**src/rtl/uart_tx_arb.sv**
```systemverilog
// Round-robin arbiter that feeds one uart_tx serializer from N_REQ byte requesters.
// Frames are paced by an internal counter, and a packet lock keeps multi-byte messages contiguous.
module uart_tx_arb #(
    parameter int N_REQ        = 4,
    parameter int FRAME_CYCLES = 10,
    parameter int GAP_CYCLES   = 0
) (
    input  logic               clk,
    input  logic               rst_n,
    input  logic [N_REQ-1:0]   req_valid,
    input  logic [8*N_REQ-1:0] req_data,
    input  logic [N_REQ-1:0]   req_last,
    output logic [N_REQ-1:0]   req_ready,
    output logic               tx_start,
    output logic [7:0]         tx_data,
    output logic               busy,
    output logic [2:0]         grant_id,
    output logic               locked
);

    // START takes one cycle and the IDLE accept cycle takes one, so WAIT covers the rest of the frame
    localparam int WAIT_CYCLES = FRAME_CYCLES + GAP_CYCLES - 2;
    localparam int CW          = $clog2(WAIT_CYCLES + 1);

    typedef enum logic [1:0] {
        IDLE  = 2'd0,
        START = 2'd1,
        WAIT  = 2'd2
    } state_t;

    state_t        state, next_state;
    logic [2:0]    rr_ptr;
    logic [CW-1:0] pace_cnt;

    logic [7:0]    valid8;
    logic [7:0]    last8;
    logic [63:0]   data64;
    logic [7:0]    ready8;
    logic          cand_found;
    logic [2:0]    cand_idx;
    logic [2:0]    sel;
    logic          accept;
    logic [2:0]    next_rr;

    assign valid8 = 8'(req_valid);
    assign last8  = 8'(req_last);
    assign data64 = 64'(req_data);

    // Rotating priority search beginning at rr_ptr, which always points one past the last grant
    always_comb begin
        int idx;
        cand_found = 1'b0;
        cand_idx   = 3'd0;
        idx        = 0;
        for (int k = 0; k < N_REQ; k++) begin
            idx = int'(rr_ptr) + k;
            if (idx >= N_REQ) begin
                idx = idx - N_REQ;
            end
            if (!cand_found && valid8[3'(idx)]) begin
                cand_found = 1'b1;
                cand_idx   = 3'(idx);
            end
        end
    end

    always_comb begin
        sel    = locked ? grant_id : cand_idx;
        accept = (state == IDLE) && (locked ? valid8[grant_id] : cand_found);
        ready8 = 8'd0;
        if (accept) begin
            ready8[sel] = 1'b1;
        end
        req_ready = ready8[N_REQ-1:0];
        next_rr   = (sel == 3'(N_REQ - 1)) ? 3'd0 : sel + 3'd1;
    end

    always_comb begin
        next_state = state;
        case (state)
            IDLE:    if (accept) next_state = START;
            START:   next_state = WAIT;
            WAIT:    if (pace_cnt == '0) next_state = IDLE;
            default: next_state = IDLE;
        endcase
    end

    always_ff @(posedge clk or negedge rst_n) begin
        if (!rst_n) begin
            state    <= IDLE;
            tx_start <= 1'b0;
            tx_data  <= 8'd0;
            grant_id <= 3'd0;
            locked   <= 1'b0;
            rr_ptr   <= 3'd0;
            pace_cnt <= '0;
        end else begin
            state    <= next_state;
            tx_start <= accept;
            if (accept) begin
                tx_data  <= data64[{sel, 3'b000} +: 8];
                grant_id <= sel;
                locked   <= ~last8[sel];
                rr_ptr   <= next_rr;
            end
            if (state == START) begin
                pace_cnt <= CW'(WAIT_CYCLES - 1);
            end else if (state == WAIT && pace_cnt != '0) begin
                pace_cnt <= pace_cnt - 1'b1;
            end
        end
    end

    assign busy = (state != IDLE);

endmodule

```
**config.mk**
```make
export PLATFORM = sky130hd
export DESIGN_NAME = uart_tx_arb
export DESIGN_NICKNAME = d
export VERILOG_FILES = /design/src/rtl/uart_tx_arb.sv
export SDC_FILE = /design/constraint.sdc
export NUM_CORES = 1
export LEC_CHECK = 0
export ABC_AREA = 1
export ABC_CLOCK_PERIOD_IN_PS = 2700
export BUFFER_PORTS_ARGS = -buffer_cell sky130_fd_sc_hd__clkbuf_2
export CORE_MARGIN = 2
export CORE_UTILIZATION = 40
export DETAILED_ROUTE_END_ITERATION = 8
export PLACE_DENSITY = 0.72
export REMOVE_ABC_BUFFERS = 1
export SKIP_LAST_GASP = 1
export SLEW_MARGIN = 40
export SYNTH_ARGS = -nofsm -noshare
export SYNTH_HDL_FRONTEND = slang
export SYNTH_SLANG_ARGS = --single-unit
export TNS_END_PERCENT = 50
```
**constraint.sdc**
```tcl
create_clock -name clk -period 2.7 [get_ports clk]
set_input_delay 0.405 -clock clk [delete_from_list [all_inputs] [get_ports clk]]
set_output_delay 0.405 -clock clk [all_outputs]
set_load 0.005 [all_outputs]
```
---- Word-level counts from Yosys, hierarchy flattened ----
Index checks and enable logic that the tools add are counted.
storage, ports and cells
  register bits after elaboration ......... 22
  output and inout port bits .............. 18
  word-level logic and storage cells ...... 88
operators by class
  add/subtract/negate cells ............... 9
  magnitude comparators ................... 11
  eq/ne operators ......................... 5
  shift-type cells ........................ 1
  multiplexer cells ....................... 39
  bitwise logic cells ..................... 1
  reductions and logical operators ........ 15
operators with widths
  operator             number
  $shiftx 64x7->8      1
  $mux 3               10
  $lt 3x5->1 const B   4
  $bmux 1 s3           6
  $mux 1               16
  $ge 4x3->1 const B   3
  $mux 4               3
  $sub 3x3->3 const B  4
  $add 3x2->4 const B  2
  $lt 3x4->1 const B   2
  $logic_and 1x1->1    6
  $pmux 2 s3           1
  $add 3x1->4 const B  1
  $logic_not 4->1      1
  $mux 2               2
  $ne 2x2->1 const B   2
  $reduce_bool 2->1    2
  $reduce_bool 4->1    1
  $sub 4x1->4 const B  1
  $add 3x1->3 const B  1
  $demux 1 s3          1
  $eq 3x2->1 const B   1
  $ge 3x1->1 const B   1
  $ge 3x3->1 const B   1
  other kinds (6)      8

---- Logic depth before layout (Yosys ltp) ----
Gate-level depths: netlist of run 1.
  depth in word-level cells ............... 21
  mapped depth ............................ 18
  mapped depth without buffers ............ 17

---- Worst setup path after synthesis of run 1 ----
No wires, ideal clock.
  path kind ............................... reg-to-output
  start ................................... reg rr_ptr[0]
  end ..................................... out req_ready[0]
  arrival time ............................ 2,024 ps
  data required time ...................... 2,295 ps
  setup slack ............................. 271 ps
  stages on the path, launching flop included .. 15
  cell sequence ........................... dfrtp_1 -> inv_4 -> ha_1 -> inv_1 -> nand3_1 -> nand3_2 -> a21oi_2 -> nor2_1 -> nor2_2 -> nand2_4 -> nand2_4 -> buf_8 -> buf_12 -> nand2_1 -> nor2_1
on the way
  word-level cells in the longest chain between the ends .. 21
RTL lines
  item                                                  line  RTL
  start: declaration                                    32    logic [2:0] rr_ptr;
  start signal: assignment                              104   rr_ptr <= next_rr;
  branches (longest 20 deep; another with $add 3x1->4)  n/a
  $mux 4 *                                              71    if (accept) begin
  end: declaration                                      13    output logic [N_REQ-1:0] req_ready,
Every way passes the cells marked *. The select of a mux whose other input is x is not followed.

---- Worst setup path in the final report of run 1 ----
  start ................................... reg rr_ptr[0]
  end ..................................... out req_ready[1]
Same word-level chain as after synthesis.

==> results.yml, run 1 <==
floorplanning:
  initial_core_util: 0.426
  die_w_um: 67.1
  fp.dieArea_um2: 4510
  fp.dieH_um: 67.1
  core_um2: 3740
  io_pins: 60
  rows: 22
synthesis:
  synth_top_family_by_area: "simple AND/OR/NAND/NOR gates"
  syn_area_um2: 1590
  yosys_warnings: 0
  syn_area_per_cell_um2: 6.84
  synthXorXnorAreaFrac: 0
  synth_simple_gate_area_frac: 0.445
  synth-compound-area-share: 0.0597
  synth.distinct_cells: 27
  synth_mux_area_frac: 0
  ys_seq_area_frac: 0.345
  syn_inst: 233
  synth_seq_cells: 22
  synthAdderAreaFrac: 0.0314
worst_setup_path:
  crit_required_ns: 2.30
  cp-end-kind: "output port"
  r2r_slack_ns: 0.23
  crit_path_max_fanout: 6
  worstPathCellList: "clkinv_4 > ha_4 > inv_1 > nand3_1 > nand3_1 > nand4_1 > a22oi_1 > nor2_2 > nand2_2 > nor2_1 > clkbuf_2"
  arrival_ns: 2.19
  r2r_cells: 12
  crit_family: "simple AND/OR/NAND/NOR gates"
  critPathKind: "register to output port"
  cpMostUsedCell: "nand3_1"
  r2r_end: "tx_data[7]$_DFFE_PN0P_"
  r2r-start: "rr_ptr[0]$_DFFE_PN0P_"
  cp_slowest_cell: "dfrtp_2"
  cp-start-kind: "register"
  critPathBufInv: 3
  cpPeakStageDelay_ns: 0.41
layout:
  drive_gt1_frac: 0.375
  nFillCells: 383
  fin_area_um2: 2150
  register_area_um2: 552
  nNetsFinal: 351
  areaGrowthSynthToFinish_pct: 34.6
  multiInputGateArea_um2: 933
  post-route-util: 0.573
  n_antenna_cell: 0
placed_design:
  dp_hpwl_um: 3120
  place_area_um2: 1930
  io_buffers: 59
  gp_congestion: 0.926
  pre_cts_slack_ns: 0.0639
cts:
  cts_buffer_depth: 2
  cts.sinks: 22
  cts_tree: "done"
  clkTransAtPathRegs_ns: 0.09
  cts_buffers: 3
  clk_latency_ns: 0.26
  cts_root_buf: "clkbuf_8"
  cts-htree-levels: 1
power_and_ir_drop:
  power_per_cell_area_nw_per_um2: 1500
  p_leak_nw: 1.20
  p_clk_frac: 0.097
  pwr-share-seq: 0.181
  p_sw_w: 0.00161
  share_comb_of_total_power: 0.722
  p_int_w: 0.00161
  total_power_w: 0.00322
  peakVddDrop_v: 0.000724
  switching_share: 0.500
timing:
  fmax_mhz: 386
  post-route-period-util: 0.960
  period_needed_ns: 2.59
  maxSlewViolCount: 0
  worst_clock_skew_ns: 0.00296
  hold_viol_final: 0
  worst_pin_slew_ns: 0.602
  worst_slack_ns: 0.108
  setup_viol: 0
  worst_slew_margin_rel: 0.599
  setup_total_negative_slack_ns: 0
detailed_routing:
  vias: 1732
  drt_iter0_markers: 95
  drt.antenna.violating_nets: 0
  drt_pass1_iterations: 6
  vias_per_cell: 4.92
  wire_per_inst_um: 11.8
  drt-total-wl_um: 4150
  drc: 0
global_routing:
  grt-ovfl-total: 0
  gr-usage-all-layers: 0.187
  grt_max_degree: 23
  antenna_found_initial: 0
  grt_pass1_wl_um: 6530
  first_global_vias: 1506
hold_path:
  hold_class: "input pin to async pin"
flow_run:
  max_cap_violations: 0
status:
  outcome: "finished, final reports clean"
-- power groups by stage --
stage | combinational (W) | clock [W] | sequential (W)
2_1_floorplan | 0.00135 | 0 | 0.000587
3_3_place_gp | 0.00193 | 0 | 0.000594
3_5_place_dp | 0.00197 | 0 | 0.000599
4_1_cts | 0.00206 | 0.000317 | 0.000582
5_1_grt | 0.00261 | 0.000331 | 0.000602
6_report | 0.00232 | 0.000312 | 0.000582
-- cell usage after synthesis (all sizes together) --
library cell | number | area (um^2)
a21boi | 1 | 7.51
a21oi | 4 | 23.8
a22oi | 1 | 7.51
buf | 6 | 66.3
clkinv | 1 | 3.75
dfrtp | 22 | 551
ha | 4 | 50.1
inv | 31 | 119
nand2 | 79 | 352
nand3 | 48 | 245
nand3b | 1 | 7.51
nand4 | 4 | 25.0
nor2 | 19 | 73.8
o21ai | 10 | 50.1
o22ai | 1 | 6.26
or3 | 1 | 6.26
-- area by class of cell --
type / count / share of cell area
Clock buffer: 3 / 0.0192
Clock inverter: 1 / 0.0140
Inverter: 32 / 0.0583
Multi-Input combinational cell: 173 / 0.435
Sequential cell: 22 / 0.257
Tap cell: 48 / 0.0280
Timing Repair Buffer: 73 / 0.188
-- metal layers --
metal  vias to the layer above  routed length [um]  GRT usage
met5                         -                   0          0
met4                         0                  57     0.0587
met3                         6                 313     0.0270
met2                        77                2020      0.312
met1                       754                1760      0.249
li1                        895                   -          -
-- worst register-to-register path, delay by kind of cell (launching register included) --
kind	cells	cell delay [ns]
adders and majority gates	1	0.29
buffers and inverters	4	0.72
AOI/OAI and AO/OA	1	0.13
DFF	1	0.41
and+or+nand+nor	6	0.82
-- cell families after synthesis --
| kind of cell | Yosys count |
|---|---|
| adder cells (fa/ha/maj) | 4 |
| flip-flops | 22 |
| AO/OA/AOI/OAI | 17 |
| buffers and inverters | 38 |
| AND/OR/NAND/NOR | 152 |
-- timing repair --
action                     in CTS  in global routing
setup endpoints to repair       4                  4
resized for setup               3                 18
hold buffers                    0                  0
setup buffers                   3                  5
pin swaps                       1                 11
-- worst max-delay path by stage --
stage	startpoint	endpoint	slack (ns)	depth (start not counted)
2_1_floorplan	rr_ptr[0]$_DFFE_PN0P_	req_ready[0]	0.04	10
3_3_place_gp	rr_ptr[0]$_DFFE_PN0P_	tx_data[3]$_DFFE_PN0P_	0.13	12
3_5_place_dp	rr_ptr[0]$_DFFE_PN0P_	rr_ptr[1]$_DFFE_PN0P_	0.06	15
4_1_cts	rr_ptr[0]$_DFFE_PN0P_	req_ready[0]	0.01	16
5_1_grt	rr_ptr[0]$_DFFE_PN0P_	req_ready[0]	-0.02	14
6_report	rr_ptr[0]$_DFFE_PN0P_	req_ready[1]	0.11	11
-- cell usage in the layout, fill, tap and decap left out, types with 3 or more instances in the layout --
cell type,count
nor2_2,5
nand3_2,3
inv_1,28
dfrtp_1,21
nand3_1,44
nand2_1,58
nand2_4,3
buf_4,13
o21ai_0,10
clkbuf_8,3
ha_1,3
nand2_2,17
nand4_1,4
clkbuf_2,59
nor2_1,13
a21oi_1,3
-- sequential cells by signal (all words and copies together) (netlist names) --
register  flops
state         2
pace_cnt      4
tx_start      1
tx_data       8
grant_id      3
rr_ptr        3
locked        1
-- metrics by stage --
step	cells	hold slack (ns)
6_report	352	0.134
5_1_grt	352	0.157
4_1_cts	347	0.149
3_5_place_dp	340	0.439
3_3_place_gp	340	0.428
2_1_floorplan	227	0.109
Note: power is estimated with default switching activity, not from simulation.
==> run 2, diff against run 1 <==
CTS_BUF_LIST = sky130_fd_sc_hd__clkbuf_16   (was unset)
GPL_TIMING_DRIVEN = 0   (was unset)
==> run 2 against run 1 <==
  * Sequential power rose by 1%
  * Sequential share of layout area fell by 1.2 points
  * Core utilization rose by 2.9 points
  * Die area did not move
  * Non-clock buffer count rose by 5
  * Clock power rose by 35%
  * Worst hold slack got worse by 0.0052 ns
  * Clock skew barely moved
  * Register-to-register slack got worse by 0.04 ns
  * Largest cell class unchanged
==> results.yml, run 2 (same netlist as run 1, synthesis figures left out) <==
detailed_routing:
  drt_pass1_iterations: 4
  wire_per_inst_um: 13.1
  drt-total-wl_um: 4700
  drt.antenna.violating_nets: 0
  drc: 0
  vias_per_cell: 4.99
  drt_iter0_markers: 67
  vias: 1790
worst_setup_path:
  crit_path_max_fanout: 5
  r2r-start: "rr_ptr[0]$_DFFE_PN0P_"
  r2r_end: "rr_ptr[1]$_DFFE_PN0P_"
  cpMostUsedCell: "nor2_2"
  cp-end-kind: "output port"
  cpPeakStageDelay_ns: 0.40
  worstSetupEndpoint: "req_ready[1]"
  critPathKind: "register to output port"
  cp-start-kind: "register"
  worstPathCellList: "clkinv_4 > ha_4 > inv_2 > nand3_2 > nand3_4 > a21oi_4 > nor2_2 > nor2_2 > nand2_4 > nand2_8 > clkinvlp_4 > nand2_2 > nor2_1 > clkbuf_2"
  crit_required_ns: 2.30
  r2r_cells: 15
  arrival_ns: 2.22
  r2r_slack_ns: 0.19
  crit_start: "rr_ptr[0]$_DFFE_PN0P_"
  cp_slowest_cell: "dfrtp_2"
cts:
  cts_hold_buffers: 0
  clk_latency_ns: 0.26
  cts_tree: "done"
  cts-htree-levels: 1
  clkTransAtPathRegs_ns: 0.06
  cts.sinks: 22
  cts_buffers: 3
  cts_root_buf: "clkbuf_16"
  cts_buffer_depth: 2
layout:
  areaGrowthSynthToFinish_pct: 41.4
  largestRegisters: "tx_data x8, pace_cnt x4"
  regMostFlops: "tx_data"
  n_antenna_cell: 0
  nNetsFinal: 358
  nFillCells: 362
  largest_register_ffs: 8
  drive_gt1_frac: 0.399
  layout_common_cells: "clkbuf_2, nand2_1, nand3_1"
  final_common_cell: "clkbuf_2"
global_routing:
  first_global_vias: 1567
  grt-ovfl-total: 0
  met3_usage: 0.0389
  busiest_layer: "met2"
  antenna_found_initial: 0
  grt_use_met2: 0.371
  grt_pass1_wl_um: 6990
  grt_use_met1: 0.249
  gr-usage-all-layers: 0.205
  grt_max_degree: 23
timing:
  whs_ns: 0.128
  maxSlewViolCount: 0
  period_needed_ns: 2.63
  post-route-period-util: 0.974
  fmax_mhz: 380
  setup_viol: 0
  rsz0062_at_grt: "yes"
  hold_viol_final: 0
  worst_slew_margin_rel: 0.626
  worst_pin_slew_ns: 0.561
  worst_clock_skew_ns: 0.00250
  worst_slack_ns: 0.0713
power_and_ir_drop:
  total_power_w: 0.00359
  peakVddDrop_v: 0.000792
  p_leak_nw: 1.24
  power_per_cell_area_nw_per_um2: 1590
status:
  outcome: "finished, final reports clean"
floorplanning:
  core_um2: 3740
  fp.dieArea_um2: 4510
  fp.dieH_um: 67.1
  io_pins: 60
  die_w_um: 67.1
  initial_core_util: 0.426
  rows: 22
flow_run:
  max_cap_violations: 0
placed_design:
  gp_congestion: 0.793
  dp_hpwl_um: 3040
  pre_cts_slack_ns: -0.394
  io_buffers: 59
hold_path:
  hold_class: "input pin to async pin"
## run 2: area by class of cell
type	count	area [um^2]	area share
flip-flops and latches	22	552	0.245
clock inverters	1	30.0	0.0133
well taps	48	60.1	0.0267
clock buffers	3	75.1	0.0333
multi-input cells	175	963	0.428
inverters	32	131	0.0583
repair buffers	78	442	0.196
## run 2: per-stage QoR
stage | std cells | instance area [um^2] | utilization | TNS, ns
after floorplan | 227 | 1530 | - | 0
after global routing | 359 | 2250 | 0.602 | -0.188
final | 359 | 2250 | 0.602 | 0
after detailed placement | 334 | 1890 | 0.504 | -4.14
after CTS | 346 | 2100 | 0.561 | 0
after global placement | 334 | 1880 | 0.503 | -10.16
## run 2: layer usage
metal | wire [um] | part of all wire
met1 | 1950 | 0.42
met2 | 2480 | 0.53
met5 | 0 | 0
met3 | 214 | 0.046
met4 | 50 | 0.011
## run 2: worst max-delay path, delay by kind of cell (launching register included)
kind | cells | cell delay [ns]
compound gates | 1 | 0.20
fa+ha+maj | 1 | 0.30
buf+inv | 4 | 0.34
flops | 1 | 0.40
simple gates | 8 | 0.71
## run 2: worst min path at each step
stage / end / slack (ns) / cells after the start
2_1_floorplan: grant_id[0]$_DFFE_PN0P_ / 0.11 / 0
3_3_place_gp: state[1]$_DFFE_PN0P_ / 0.42 / 1
3_5_place_dp: state[1]$_DFFE_PN0P_ / 0.42 / 1
4_1_cts: state[1]$_DFFE_PN0P_ / 0.15 / 1
5_1_grt: state[1]$_DFFE_PN0P_ / 0.17 / 1
6_report: tx_data[2]$_DFFE_PN0P_ / 0.13 / 1
## run 2: timing repair
item / 4_1_cts / 5_1_grt
gates cloned: 2 / 0
gates resized for setup: 10 / 17
pin swaps: 3 / 11
setup endpoints to repair: 15 / 4
buffers inserted: 6 / 13
## run 2: power breakdown
part | switching (W) | total [W] | internal [W]
Combinational | 0.00155 | 0.00258 | 0.00103
Clock | 0.000126 | 0.000420 | 0.000295
Sequential | 0.000102 | 0.000590 | 0.000487
Total | 0.00178 | 0.00359 | 0.00181
==> run 3, diff against run 2 <==
CELL_PAD_IN_SITES_DETAIL_PLACEMENT = 1   (was unset)
CELL_PAD_IN_SITES_GLOBAL_PLACEMENT = 2   (was unset)
CORE_UTILIZATION = 25   (was 40)
PLACE_DENSITY = 0.83   (was 0.72)
==> run 3 against run 2 <==
  * Clock power hardly changed
  * Fmax is 0.50% lower
  * Worst setup slack worse by 0.013 ns
  * Wire length is 15% higher
  * Sequential cell count stayed put
  * Core utilization is 24 points lower
  * Worst hold slack better by 0.011 ns
  * Total power is 1.6% higher
  * Via count is 1.5% higher
  * Die area is 56% higher
  * First-iteration DRC count is 24% lower
  * Largest cell class unchanged
==> results.yml, run 3 (same netlist as run 1, synthesis figures left out) <==
floorplanning:
  fp.dieH_um: 83.9
  io_pins: 60
  core_um2: 6240
  fp.dieArea_um2: 7030
  rows: 29
  die_w_um: 83.9
  initial_core_util: 0.255
layout:
  largest_register_ffs: 8
  drive_gt1_frac: 0.395
  nNetsFinal: 358
  nFillCells: 820
  final_common_cell: "nand2_1"
  largestRegisters: "tx_data x8, pace_cnt x4"
  multiInputGateArea_um2: 956
  areaGrowthSynthToFinish_pct: 42.9
  fin_area_um2: 2280
  regMostFlops: "tx_data"
  layout_common_cells: "nand2_1, clkbuf_2, nand3_1"
  n_antenna_cell: 0
  register_area_um2: 552
flow_run:
  max_cap_violations: 0
detailed_routing:
  vias: 1816
  wire_per_inst_um: 13.9
  drc: 0
  drt.antenna.violating_nets: 0
  vias_per_cell: 4.68
  drt-total-wl_um: 5400
  drt_pass1_iterations: 4
  drt_iter0_markers: 51
global_routing:
  first_global_vias: 1863
  grt-ovfl-total: 0
  gr-usage-all-layers: 0.151
  grt_max_degree: 23
  grt_pass1_wl_um: 8680
  antenna_found_initial: 0
worst_setup_path:
  critPathBufInv: 3
  cp-start-kind: "register"
  crit_required_ns: 2.30
  cpPeakStageDelay_ns: 0.44
  worstPathCellList: "buf_4 > ha_1 > nand4_1 > nand3_4 > a21oi_4 > nor2_1 > nor2_2 > nand2_4 > nand2_8 > clkinvlp_4 > nand2_1 > nor2_1 > clkbuf_2"
  crit_family: "simple AND/OR/NAND/NOR gates"
  crit_path_max_fanout: 5
  cpMostUsedCell: "nor2_1"
  arrival_ns: 2.24
  critPathKind: "register to output port"
  cp-end-kind: "output port"
  cp_slowest_cell: "dfrtp_2"
power_and_ir_drop:
  power_per_cell_area_nw_per_um2: 1600
  peakVddDrop_v: 0.000459
  p_leak_nw: 1.24
placed_design:
  io_buffers: 59
  dp_hpwl_um: 3620
  gp_congestion: 0.721
  place_area_um2: 1920
cts:
  clkTransAtPathRegs_ns: 0.06
  cts_buffer_depth: 2
  cts.sinks: 22
  clk_latency_ns: 0.25
  cts-htree-levels: 1
  cts_tree: "done"
  cts_buffers: 3
  cts_root_buf: "clkbuf_16"
timing:
  setup_viol: 0
  fmax_mhz: 379
  worst_pin_slew_ns: 0.584
  hold_viol_final: 0
  post-route-period-util: 0.978
  rsz0062_at_grt: "yes"
  maxSlewViolCount: 0
  whs_ns: 0.140
  period_needed_ns: 2.64
  worst_slew_margin_rel: 0.611
  worst_clock_skew_ns: 0.00210
hold_path:
  hold_class: "input pin to async pin"
status:
  outcome: "finished, final reports clean"
-- run 3: cell types whose count changed in the layout (fill, tap and decap cells not counted), sizes merged --
cell | before | now
buf | 20 | 21
inv | 29 | 30
clkbuf | 61 | 60
clkinv | 2 | 1
-- run 3: metal layers --
metal / vias to the layer above / GRT usage / routed length (um)
met2: 42 / 0.284 / 2840
met5: - / 0 / 0
met3: 2 / 0.0247 / 198
met4: 0 / 0.0279 / 21
met1: 869 / 0.181 / 2340
li1: 903 / - / -
-- run 3: cell type report --
type	instances	area share
Multi-Input combinational cell	175	0.420
Clock buffer	3	0.0330
Clock inverter	1	0.0132
Timing Repair Buffer	78	0.194
Sequential cell	22	0.242
Inverter	32	0.0555
Tap cell	77	0.0423
-- run 3: path summary, 6_finish.rpt --
path,cells after the start,slack [ns],startpoint,endpoint
hold / removal,1,0.14,rst_n,grant_id[0]$_DFFE_PN0P_
max in group asynchronous,1,2.15,rst_n,rr_ptr[0]$_DFFE_PN0P_
hold reg to reg,2,0.49,tx_data[4]$_DFFE_PN0P_,tx_data[4]$_DFFE_PN0P_
setup / recovery,13,0.06,rr_ptr[0]$_DFFE_PN0P_,req_ready[3]
setup reg to reg,15,0.09,rr_ptr[0]$_DFFE_PN0P_,rr_ptr[1]$_DFFE_PN0P_
min in group clk,5,0.47,req_data[8],tx_data[0]$_DFFE_PN0P_
-- run 3: through the flow --
step	total power, W	util	std cells	TNS [ns]	setup WS, ns
2_1_floorplan	0.00194	-	227	0	0.0430
3_5_place_dp	0.00257	0.308	363	-6.31	-0.541
6_report	0.00365	0.365	388	0	0.0581
4_1_cts	0.00333	0.345	378	0	0.0200
5_1_grt	0.00401	0.365	388	-0.267	-0.0710
3_3_place_gp	0.00251	0.308	363	-13.84	-0.949
-- run 3: where the power goes --
part           total (W)  switching (W)  internal (W)
registers       0.000587      0.0000997      0.000487
clock network   0.000420       0.000125      0.000294
logic            0.00264        0.00160       0.00103
total            0.00365        0.00183       0.00182
-- run 3: timing repair --
action,4_1_cts,5_1_grt
pin swaps,3,11
setup buffers,9,10
gates resized for setup,9,16
hold buffers,0,0
setup endpoints to repair,16,5
cloned,2,0
